--- src/rtl/varint_stream_decode.sv ---
// Two-stage AXI-Stream LEB128 varint decoder. S1 finds the terminator and masks payload groups.
// S2 assembles the value, byte count and error flag, and drives the m_axis outputs.
module varint_stream_decode #(
    parameter int unsigned MAX_BYTES    = 10,
    parameter int unsigned UINT_BITS    = 64,
    parameter int unsigned ENCODED_BITS = MAX_BYTES * 8,
    parameter int unsigned TUSER_BITS   = $clog2(MAX_BYTES + 1),
    parameter int unsigned ZIGZAG       = 0
) (
    input  logic                    clk,
    input  logic                    aresetn,
    input  logic                    s_axis_tvalid,
    output logic                    s_axis_tready,
    input  logic [ENCODED_BITS-1:0] s_axis_tdata,
    output logic                    m_axis_tvalid,
    input  logic                    m_axis_tready,
    output logic [UINT_BITS-1:0]    m_axis_tdata,
    output logic [TUSER_BITS-1:0]   m_axis_tuser,
    output logic                    m_axis_terror,
    output logic [31:0]             stat_decoded,
    output logic [31:0]             stat_errors
);

    localparam int unsigned GroupBits = 7 * MAX_BYTES;

    // Decode (combinational front of S1)
    logic [GroupBits-1:0]  dec_grp;
    logic [TUSER_BITS-1:0] dec_cnt;
    logic                  dec_found;
    logic                  dec_ovf;

    always_comb begin
        dec_grp   = '0;
        dec_cnt   = '0;
        dec_found = 1'b0;
        dec_ovf   = 1'b0;
        for (int i = 0; i < int'(MAX_BYTES); i++) begin
            if (!dec_found) begin
                dec_grp[7*i +: 7] = s_axis_tdata[8*i +: 7];
                if (!s_axis_tdata[8*i+7]) begin
                    dec_found = 1'b1;
                    dec_cnt   = TUSER_BITS'(i + 1);
                end
            end
        end
        // Groups past the terminator are already zero, so any set bit here is overflow.
        for (int p = int'(UINT_BITS); p < int'(GroupBits); p++) begin
            dec_ovf = dec_ovf | dec_grp[p];
        end
    end

    // Stage registers
    logic                  s1_vld_q, s1_vld_d;
    logic [UINT_BITS-1:0]  s1_val_q, s1_val_d;
    logic [TUSER_BITS-1:0] s1_cnt_q, s1_cnt_d;
    logic                  s1_unterm_q, s1_unterm_d;
    logic                  s1_ovf_q, s1_ovf_d;

    logic                  s2_vld_q, s2_vld_d;
    logic [UINT_BITS-1:0]  s2_val_q, s2_val_d;
    logic [TUSER_BITS-1:0] s2_cnt_q, s2_cnt_d;
    logic                  s2_err_q, s2_err_d;

    logic [31:0]           stat_dec_q, stat_dec_d;
    logic [31:0]           stat_err_q, stat_err_d;

    logic                  s2_load;
    logic                  s1_load;
    logic                  m_hs;
    logic [UINT_BITS-1:0]  asm_val;

    always_comb begin
        s2_load = !s2_vld_q || m_axis_tready;
        // Gated by reset so the slave side never advertises ready while held in reset.
        s1_load = aresetn && (!s1_vld_q || s2_load);
        m_hs    = s2_vld_q && m_axis_tready;
    end

    always_comb begin
        s1_vld_d    = s1_vld_q;
        s1_val_d    = s1_val_q;
        s1_cnt_d    = s1_cnt_q;
        s1_unterm_d = s1_unterm_q;
        s1_ovf_d    = s1_ovf_q;
        if (s1_load) begin
            s1_vld_d = s_axis_tvalid;
            if (s_axis_tvalid) begin
                s1_val_d    = dec_grp[UINT_BITS-1:0];
                s1_cnt_d    = dec_cnt;
                s1_unterm_d = !dec_found;
                s1_ovf_d    = dec_ovf;
            end
        end
    end

    always_comb begin
        asm_val = s1_val_q;
        if (ZIGZAG != 0) begin
            asm_val = s1_val_q[0] ? ~(s1_val_q >> 1) : (s1_val_q >> 1);
        end

        s2_vld_d = s2_vld_q;
        s2_val_d = s2_val_q;
        s2_cnt_d = s2_cnt_q;
        s2_err_d = s2_err_q;
        if (s2_load) begin
            s2_vld_d = s1_vld_q;
            if (s1_vld_q) begin
                if (s1_unterm_q) begin
                    s2_val_d = '0;
                    s2_cnt_d = '0;
                    s2_err_d = 1'b1;
                end else begin
                    s2_val_d = asm_val;
                    s2_cnt_d = s1_cnt_q;
                    s2_err_d = s1_ovf_q;
                end
            end
        end
    end

    always_comb begin
        stat_dec_d = stat_dec_q;
        stat_err_d = stat_err_q;
        if (m_hs) begin
            if (s2_err_q) begin
                if (stat_err_q != 32'hFFFF_FFFF) stat_err_d = stat_err_q + 32'd1;
            end else begin
                if (stat_dec_q != 32'hFFFF_FFFF) stat_dec_d = stat_dec_q + 32'd1;
            end
        end
    end

    always_ff @(posedge clk or negedge aresetn) begin
        if (!aresetn) begin
            s1_vld_q    <= 1'b0;
            s1_val_q    <= '0;
            s1_cnt_q    <= '0;
            s1_unterm_q <= 1'b0;
            s1_ovf_q    <= 1'b0;
            s2_vld_q    <= 1'b0;
            s2_val_q    <= '0;
            s2_cnt_q    <= '0;
            s2_err_q    <= 1'b0;
            stat_dec_q  <= '0;
            stat_err_q  <= '0;
        end else begin
            s1_vld_q    <= s1_vld_d;
            s1_val_q    <= s1_val_d;
            s1_cnt_q    <= s1_cnt_d;
            s1_unterm_q <= s1_unterm_d;
            s1_ovf_q    <= s1_ovf_d;
            s2_vld_q    <= s2_vld_d;
            s2_val_q    <= s2_val_d;
            s2_cnt_q    <= s2_cnt_d;
            s2_err_q    <= s2_err_d;
            stat_dec_q  <= stat_dec_d;
            stat_err_q  <= stat_err_d;
        end
    end

    assign s_axis_tready = s1_load;
    assign m_axis_tvalid = s2_vld_q;
    assign m_axis_tdata  = s2_val_q;
    assign m_axis_tuser  = s2_cnt_q;
    assign m_axis_terror = s2_err_q;
    assign stat_decoded  = stat_dec_q;
    assign stat_errors   = stat_err_q;

endmodule

--- config.mk ---
export PLATFORM = sky130hd
export DESIGN_NAME = varint_stream_decode
export DESIGN_NICKNAME = d
export VERILOG_FILES = /design/src/rtl/varint_stream_decode.sv
export SDC_FILE = /design/constraint.sdc
export NUM_CORES = 1
export LEC_CHECK = 0
export BUFFER_PORTS_ARGS = -buffer_cell sky130_fd_sc_hd__buf_2
export CORE_MARGIN = 2
export CORE_UTILIZATION = 50
export DETAILED_ROUTE_END_ITERATION = 8
export PLACE_DENSITY = 0.78
export SLEW_MARGIN = 15
export SYNTH_ARGS = -nofsm -noshare
export SYNTH_HDL_FRONTEND = slang
export SYNTH_SLANG_ARGS = --single-unit
--- constraint.sdc ---
create_clock -name clk -period 2.1 [get_ports clk]
set_input_delay 0.105 -clock clk [delete_from_list [all_inputs] [get_ports clk]]
set_output_delay 0.105 -clock clk [all_outputs]
set_load 0.005 [all_outputs]
**After elaboration in Yosys (flattened, before gate mapping)**

Index checks and enable logic that the tools add are counted.

- Flip-flop bits (word level): 205
- Bits of input ports: 84
- Output and inout bits: 135
- Logic and storage cells: 82

- Add/subtract/negate cells: 2
- Equality and inequality tests: 2
- Muxes and demuxes: 50
- Bitwise gates (word level): 6
- Reductions and logical operators: 11

Operator list:

| kind | count |
|---|---|
| 2-to-1 mux 4 bit | 17 |
| adder 32 x 1 -> 32 bit (second input constant) | 2 |
| 2-to-1 mux 64 bit | 1 |
| inequality test 32 bit (second input constant) | 2 |
| 2-to-1 mux 7 bit | 9 |
| 2-to-1 mux 1 bit | 21 |
| AND reduction 3 bit | 2 |
| bitwise OR 1 bit | 5 |
| 2-to-1 mux 2 bit | 2 |
| AND reduction 2 bit | 2 |
| logical NOT 1 bit | 3 |
| logical AND 1 bit | 2 |
| logical OR 1 bit | 2 |
| NOT 1 bit | 1 |

**Logic depth before layout (Yosys ltp)**

Gate-level depths: netlist of the first run.

- Depth after elaboration: 19
- Gate-level depth with buffers: 8
- Gate-level depth less buffers: 6

**Worst setup path before layout of the first run**

No wires, ideal clock.

- Kind: register -> register
- From: register stat_dec_q[0] (netlist: stat_decoded[0])
- To: register stat_dec_q[24] (netlist: stat_decoded[24])
- Setup time: 0.079 ns
- Arrival: 1.812 ns
- Setup slack: 0.209 ns
- Cell stages (with the launch flop): 7
- Path buffers: 0
- Cell sequence: dfrtp_1 ha_1 nand3_1 or4_1 a2111o_1 nor2_1 xor2_1

- Longest elaborated chain between the ends: 2
- Elaborated cells between the ends (all ways): 3

Ends and longest elaborated chain:

| element | RTL line | RTL |
|---|---|---|
| start, declared | 64 | `logic [31:0] stat_dec_q, stat_dec_d;` |
| start signal, assigned | 157 | `stat_dec_q <= stat_dec_d;` |
| branches (longest 2 deep; another with adder 32 x 1 -> 32 bit) | n/a |  |

Several ways; the timed one is not identified.
A chain may end at the register's enable or synchronous reset.

**Final worst setup path of the first run**

- From: register stat_dec_q[28] (netlist: stat_decoded[28])
- To: register stat_dec_q[1] (netlist: stat_decoded[1])

- Longest elaborated chain between the ends: 2

Ends and longest elaborated chain:

| element | RTL line | RTL |
|---|---|---|
| inequality test 32 bit | 129 | `if (stat_dec_q != 32'hFFFF_FFFF) stat_dec_d = stat_dec_q + 32'd1;` |
| AND reduction 3 bit (no line) | n/a |  |

Every way passes these cells.

==> impl_summary.md, run 1 <==
Floorplan
Measured along the x axis, the die boundary spans 137 um. The core region is roughly 17000 um^2. The die area is around 19000 um^2. Once the floorplan was initialized, standard cells occupied 51.0% of the core.

The floorplan die height is between 100 and 150 um. In this run the core area contains 48 standard-cell rows. The number of top-level pins is between 200 and 250.

Yosys
In this run the mean area of a mapped cell was approximately 10 um^2. Summing the sequential cell areas from Yosys gives between 50 and 60% of the chip area. Yosys printed 0 warnings. The number of different library cells used by synthesis comes to 51.

After synthesis, the cell types taking the most area are sky130_fd_sc_hd__dfrtp_1, sky130_fd_sc_hd__nand2_1, sky130_fd_sc_hd__o21ai_0. The synthesized instance count is ~860. The dominant register cell in the synthesized netlist is sky130_fd_sc_hd__dfrtp_1. After synthesis the netlist holds a flip-flop and latch count of about 210. Counting flops with an async set or reset pin after synthesis yields a share of 100%. The synthesized cell area is 8820 um^2. The area fraction of the dominant cell type after synthesis is about three fifths. The largest area contributor in the netlist is sky130_fd_sc_hd__dfrtp_1. Yosys mapped a number of flops with a built-in enable equal to 0. The post-synth net total is between 900 and 1000.

Timing
The number of pins exceeding their max-slew limit in the final report was 0. Headroom to the max-slew limit came out at 60.3%. The maximum clock skew at final layout is roughly 0.016 ns.

The final hold violation count was 0. The number of endpoints failing setup at the final stage is 0. Timing would allow up to a little under 500 MHz. The final worst hold slack is ~0.089 ns. Of the available clock period, the critical path in the final layout requires 97.5%.

After routing, the total negative slack on setup checks comes to 0 ns. The shortest period the worst path allows is around 2 ns. The actual slew at the worst max-slew pin is roughly 0.6 ns.

Drt
The per-cell routed wire length is roughly 16 um. The routed design has about 23 mm of wire. The initial detailed-routing violation count is a little over 400. The via count normalized by instance count is 5.31. In the routed design, unresolved DRC markers number 0. The number of antenna-violating nets in the routed design is 0. Detailed routing inserted a total of about 7500 vias. The first detailed-routing pass ran for 4 iterations.

Critical path
At the worst endpoint, the required time is ~2.5 ns. The critical path arrival is about 2.4 ns. The worst setup path is launched from a register. STA classifies the critical path endpoint as a register.

Of all nets on the critical path, the largest fanout is 5. The kind of critical path is register to register.

Clock network
The CTS buffer count is 23. The maximum level of the CTS H-tree is 1. The later-pin clock latency in the skew report is between 0.4 and 0.5 ns. The buffer cell driving the clock tree root is sky130_fd_sc_hd__clkbuf_16.

After clock tree synthesis, the clock-pin slew on the worst setup and hold paths is roughly 0.060 ns. The maximum clock insertion buffer count is 3. TritonCTS built the clock tree. The clock net in this run drives a total of between 200 and 250 sinks.

Placement
The placer congestion estimate is 0.842. The wire-length estimate of the detail-placed layout is ~15 mm. Buffers placed on the I/O ports in this run total around 220.

Power
The worst-case IR drop observed on VDD is 0.584 mV. The static leakage is a little under 6 nW. The power density relative to cell area is 819 nW/um^2. Overall power consumption after layout is estimated at around 9.8 mW.

Global route
The global routing usage summed across all routing layers is about a quarter. The initial antenna violation count is 0. The number of global-route vias before repair is between 7000 and 8000.

The first global-routing pass estimated about 37 mm of wire. Entering global routing, the biggest net connects roughly 120 pins. The sum of overflow across all layers after global routing is 0.

Outcome
The flow ran to the end, and the final reports show no timing, DRC or antenna violations.

Layout
In the layout the commonest cells are sky130_fd_sc_hd__buf_2, sky130_fd_sc_hd__dfrtp_1, sky130_fd_sc_hd__nand2_1, sky130_fd_sc_hd__o21ai_0, sky130_fd_sc_hd__dlygate4sd3_1. The final layout net count is 1256. The number of diodes added for antenna fixing is 0. The number of fill cells is 1290. The post-route netlist has about a quarter of its cells at a drive strength greater than 1. The commonest non-fill, non-tap cell in the layout is sky130_fd_sc_hd__buf_2. The area growth from synthesis to layout is 35.4%.

Job
The number of max-cap violations is 0.

Hold path
The worst min-delay path category is input pin to register.
metrics by stage:
| step | utilization (%) | instances | worst slack (ns) | cell area, um^2 |
|---|---|---|---|---|
| 2_1_floorplan | - | 861 | 0.209 | 8820 |
| 3_3_place_gp | 59.7 | 1290 | 0.156 | 10300 |
| 3_5_place_dp | 59.7 | 1290 | 0.0856 | 10300 |
| 4_1_cts | 68.9 | 1409 | 0.0602 | 11900 |
| 5_1_grt | 69.0 | 1410 | -0.00838 | 11900 |
| 6_report | 69.0 | 1410 | 0.0527 | 11900 |
layer usage:
layer	track usage, %	wire length (um)	vias up
li1	-	-	3572
met1	31.3	9450	3614
met2	42.4	11500	261
met3	5.59	1640	47
met4	7.27	599	0
met5	0	0	-
critical path, cell delays in order, from the launching register on:
cell and delay (ns):
sky130_fd_sc_hd__dfrtp_1 0.42, sky130_fd_sc_hd__nand4_1 0.18, sky130_fd_sc_hd__nor4_1 0.48, sky130_fd_sc_hd__and4_1 0.31, sky130_fd_sc_hd__nand2b_1 0.18, sky130_fd_sc_hd__mux2_1 0.35
state kept, by name (all words and copies together), names as in the netlist:
signal and count:
m_axis_tuser 4, m_axis_tdata 64, stat_errors 32, s1_ovf_q 1
s1_unterm_q 1, asm_val 64, stat_decoded 32, m_axis_tvalid 1
s1_cnt_q 4, m_axis_terror 1, s1_vld_q 1
synthesized netlist by cell type, drive strengths merged (3+ instances only):
cell type	count
and2	4
a21boi	3
and4	5
or2	3
nand3	35
nor2	21
a32o	3
o21ai	110
nor3	19
inv	8
clkbuf	36
and3	8
xor2	30
mux2	10
a31oi	5
nand2b	71
nand4	23
xnor2	27
buf	11
dfrtp	205
nand2	165
a22o	22
nor4	14
timing repair:
action	in CTS	in global routing
hold buffers	79	0
buffers inserted	0	1
resized for setup	0	3
endpoints found under the hold margin	272	0
endpoints found under the setup margin	0	11
final timing paths:
kind / startpoint / to / depth (start not counted) / slack, ns
max: stat_decoded[28] / stat_decoded[1] / 5 / 0.05
min: s_axis_tdata[7] / asm_val[9] / 4 / 0.09
max reg2reg: stat_decoded[28] / stat_decoded[1] / 5 / 0.05
min reg2reg: m_axis_tdata[37] / m_axis_tdata[37] / 2 / 0.47
max in group asynchronous: aresetn / m_axis_tdata[22] / 3 / 1.34
min in group asynchronous: aresetn / m_axis_tdata[55] / 3 / 0.25
report_power, final:
part	internal (mW)	total, mW	switching [mW]
logic	0.529	1.15	0.622
registers	4.24	4.45	0.206
clock network	2.63	4.17	1.54
total	7.40	9.77	2.37
logic make-up after synthesis:
group           Yosys count  synth area share (%)
simple gates            377                  21.4
xor+xnor                 57                  5.66
fa+ha+maj                 2                 0.284
flops                   205                  58.2
buf+inv                  55                  2.53
compound gates          155                  10.6
mux                      10                  1.28
area by class of cell:
cell class	count	area, um^2	share of cell area, %
Tap cell	225	282	2.36
Sequential cell	205	5130	43.0
Clock buffer	34	687	5.76
Timing Repair Buffer	331	2210	18.5
Multi-Input combinational cell	601	3480	29.2
Clock inverter	6	111	0.933
Inverter	8	30.0	0.252
(Power assumes the default switching activity.)
==> run 2: changes to the inputs <==
ABC_AREA = 1   (was unset)
PLACE_DENSITY = 0.76   (was 0.78)
==> impl_summary.md, run 2 <==
Layout
In the layout the commonest cells are sky130_fd_sc_hd__nand2_1, sky130_fd_sc_hd__buf_2, sky130_fd_sc_hd__dfrtp_1, sky130_fd_sc_hd__nand3_1, sky130_fd_sc_hd__o21ai_0. The growth of design area from synthesis to finish is 30.3%. The final layout net count is ~1700.

The number of antenna diodes in the final layout is 0. The fraction of final layout cells sized beyond drive strength 1 is about a fifth. The number of fill cells is 1577. The commonest non-fill, non-tap cell in the layout is sky130_fd_sc_hd__nand2_1.

Floorplan
Once the floorplan was initialized, standard cells occupied between 50% and 60% of the core. Pin placement for this block handled ~220 I/O pins. The floorplan core area is 19600 um^2. The floorplan die height is roughly 150 um. The die area is 21200 um^2.

Measured along the x axis, the die boundary spans about 150 um. The floorplan has 51 rows.

Critical path
The kind of critical path is register to register. The largest stage delay on the critical path is around 0.42 ns. The worst register-to-register path ends at stat_errors[15]. STA classifies the critical path startpoint as a register. The critical path arrival is 2.34 ns.

The worst register-to-register path begins at stat_errors[1]. Along the worst path, the maximum fanout reaches 20. The slowest stage cell on the critical path is sky130_fd_sc_hd__dfrtp_1. Together, buffers and inverters on the worst path number 2. The type of destination of the critical path is a register. For flop-to-flop paths, the worst setup slack is approximately 0.20 ns.

The required time reported for the critical path endpoint is between 2 and 3 ns. The cell depth of the worst flop-to-flop path is 10. The kind of cell with the highest combined delay along the critical path is simple AND/OR/NAND/NOR gates. The critical path goes through ha_1, inv_1, nor2_4, nand2_2, nor2_4, nand2_2, nand2_8, buf_4, nand2_1, nand2_1.

Yosys
Counting every instance in the synthesized netlist gives about 1300. Among all cell types in the netlist, the one instantiated most often is sky130_fd_sc_hd__nand2_1. The count of flip-flops with a built-in enable after synthesis is 0. The synthesized design spends more area on one cell type than any other, namely sky130_fd_sc_hd__dfrtp_1. For this run, the leading register cell type out of synthesis is sky130_fd_sc_hd__dfrtp_1. Yosys mapped the design onto 31 distinct sky130hd cell types. The area fraction of the dominant cell type after synthesis is between 50% and 60%. The count of synthesis-stage warnings from yosys is 0.

The synthesized area divided by synthesized cell count is between 7 and 8 um^2. The number of nets handed over by synthesis was around 1400. The sequential area share after synthesis is 51.2%. The post-synthesis register bit count is between 200 and 250. For this run, asynchronously set or reset flops after synthesis account for 100%. The synthesized cell area is 10000 um^2. By count the netlist is led by sky130_fd_sc_hd__nand2_1, sky130_fd_sc_hd__dfrtp_1, sky130_fd_sc_hd__nand3_1. In the post-synthesis netlist, the biggest area contributors are sky130_fd_sc_hd__dfrtp_1, sky130_fd_sc_hd__nand2_1, sky130_fd_sc_hd__nand3_1.

Clock network
After clock tree synthesis, the clock-pin slew on the worst setup and hold paths is approximately 0.06 ns. Buffers added to address setup during post-CTS repair amount to 0. The TritonCTS clock tree is built.

The CTS buffer count is 23. The clock reaches the later pin of the worst-skew pair after 0.52 ns. The total number of clock tree sinks is between 200 and 250. The maximum clock insertion buffer count is 3. The tree is rooted in a sky130_fd_sc_hd__clkbuf_16. The maximum level of the CTS H-tree is 1.

Placement
Input and output buffers added on the ports amount to around 220. At the end of routability-driven placement, the weighted congestion stood at 0.908. The setup slack after placement is ~0.15 ns. The placed wire-length estimate is around 18 mm.

Power
In this run the static leakage power is approximately 6.9 nW. Across the VDD grid, the largest voltage drop is just under 0.8 mV. Per report_power, the clock group accounts for approximately 42% of the total. The internal power of the cells totals between 7 and 8 mW. Net switching is between 20% and 30% of the power. Per report_power, the combinational group accounts for a little over an eighth of the total. The power density relative to cell area is 777 nW/um^2. For this design the total switching power over the nets is roughly 2.7 mW. The power share of the sequential group is 44.2%.

Outcome
The flow ran to the end, and the final reports show no timing, DRC or antenna violations.

Drt
The iteration count of the initial detailed-routing pass is 5. Summing over every cut layer, the via total after detailed routing is roughly 9800. The number of antenna-violating nets in the routed design is 0. The per-cell routed wire length is ~15 um.

The post-detailed-routing wire length is 28.6 mm. The detailed router finished its first iteration with a little under 700 violations. Dividing the detail-routed via count by the number of cells gives ~5.2. The DRC violation count after routing is 0.

Job
The number of max-cap violations is 0.

Timing
The number of pins exceeding their max-slew limit in the final report is 0. The maximum clock skew at final layout is 0.0249 ns. The summed negative setup slack over all endpoints is 0 ns.

The actual slew at the worst max-slew pin is 0.841 ns. The final hold violation count was 0. The final worst-path setup slack is between 0.2 and 0.25 ns. In the finished design, the share of the clock period the worst path needs comes to between 90 and 100%. The shortest period the worst path allows is between 1.5 and 2 ns.

The maximum clock frequency is about 530 MHz. Setup violations remaining at the end of the flow were counted as 0. The normalized max-slew margin is between 40% and 50%. Setup repair after global routing left no endpoint under its margin.

Global route
For this run, global-route usage on met3 was measured as ~5.9%. The first-pass GRT wire length is around 48 mm. Global routing used a little under half of the available met2 tracks.

In this run the most used layer during global routing was met2. In the global route stage, overall resource usage came out at 27.1%. The initial antenna violation count is 1.

The number of global-route vias before repair is 9762. In the global route stage, met1 resource usage came out at about 36%. Summed over all layers, the global routing overflow is 0. The maximum number of pins on one net before global-route repair is ~160.

Hold path
The worst hold path belongs to the class input pin to asynchronous set/reset pin.
[run 2: changes by cell type after synthesis, moves of 9 or more]
cell,change
sky130_fd_sc_hd__nand2_1,+415
sky130_fd_sc_hd__nor2_1,+83
sky130_fd_sc_hd__nand3_1,+81
sky130_fd_sc_hd__nand2b_1,-71
sky130_fd_sc_hd__inv_1,+52
sky130_fd_sc_hd__nand4_1,-18
sky130_fd_sc_hd__nor3_1,-17
sky130_fd_sc_hd__xor2_1,-15
sky130_fd_sc_hd__a22o_1,-14
sky130_fd_sc_hd__xnor2_1,-14
sky130_fd_sc_hd__o21ai_1,+13
sky130_fd_sc_hd__nor4_1,-9
[run 2: area by class of cell]
class	instances	area, um^2	area share [%]
Clock buffer	30	642	4.92
Clock inverter	11	173	1.32
Inverter	65	253	1.94
Multi-Input combinational cell	996	4390	33.7
Sequential cell	205	5130	39.3
Tap cell	265	332	2.54
Timing Repair Buffer	319	2130	16.3
[run 2: worst max path at each step]
stage | end | depth (start not counted) | startpoint
after detailed placement | stat_errors[6] | 10 | stat_errors[0]
after CTS | stat_errors[15] | 10 | stat_errors[0]
after global placement | stat_errors[6] | 10 | stat_errors[0]
after global routing | stat_errors[6] | 10 | stat_errors[0]
final | stat_errors[15] | 10 | stat_errors[1]
after floorplan | stat_errors[29] | 11 | stat_errors[0]
[run 2: logic make-up (layout without fill, tap and decap cells)]
logic type	after synthesis	in the layout	share of synthesized area, %
and+or+nand+nor	831	831	33.8
adders and majority gates	2	2	0.250
xor gates and xnor gates	28	28	2.45
DFF	205	205	51.2
buffers and inverters	118	425	5.18
AOI/OAI and AO/OA	135	135	7.10
[run 2: through the flow]
| step | total power, mW | util [%] | area, um^2 | hold WS [ns] | instances |
|---|---|---|---|---|---|
| 2_1_floorplan | 5.13 | - | 10000 | -0.191 | 1319 |
| 3_3_place_gp | 5.72 | 58.2 | 11400 | 0.00479 | 1768 |
| 5_1_grt | 10.6 | 66.6 | 13100 | 0.0442 | 1891 |
| 6_report | 10.1 | 66.6 | 13100 | 0.0259 | 1891 |
| 4_1_cts | 10.2 | 66.6 | 13000 | 0.000491 | 1891 |
| 3_5_place_dp | 5.75 | 58.2 | 11400 | 0.00421 | 1768 |
[run 2: power groups by stage]
stage / combinational [mW] / clock (mW) / sequential, mW
CTS: 1.34 / 4.39 / 4.47
floorplan: 0.600 / 0 / 4.53
global placement: 1.19 / 0 / 4.52
finish: 1.35 / 4.30 / 4.48
global route: 1.52 / 4.55 / 4.52
detailed placement: 1.22 / 0 / 4.53
[run 2: per-layer routing]
layer,vias up,share of wire [%]
li1,4761,-
met1,4617,42
met2,381,48
met3,60,7.5
met4,2,2.3
met5,-,0.024
[run 2: timing repair]
item | in CTS | in global routing
gates resized for setup | 0 | 2
setup endpoints to repair | 0 | 23
hold buffers | 82 | 0
hold endpoints to repair | 119 | 0
[run 2: worst reg2reg max path: cells and delay by family, from the launching register on]
family / cells / cell delay (ns)
fa+ha+maj: 1 / 0.23
buf+inv: 2 / 0.32
flops: 1 / 0.42
simple gates: 7 / 0.84
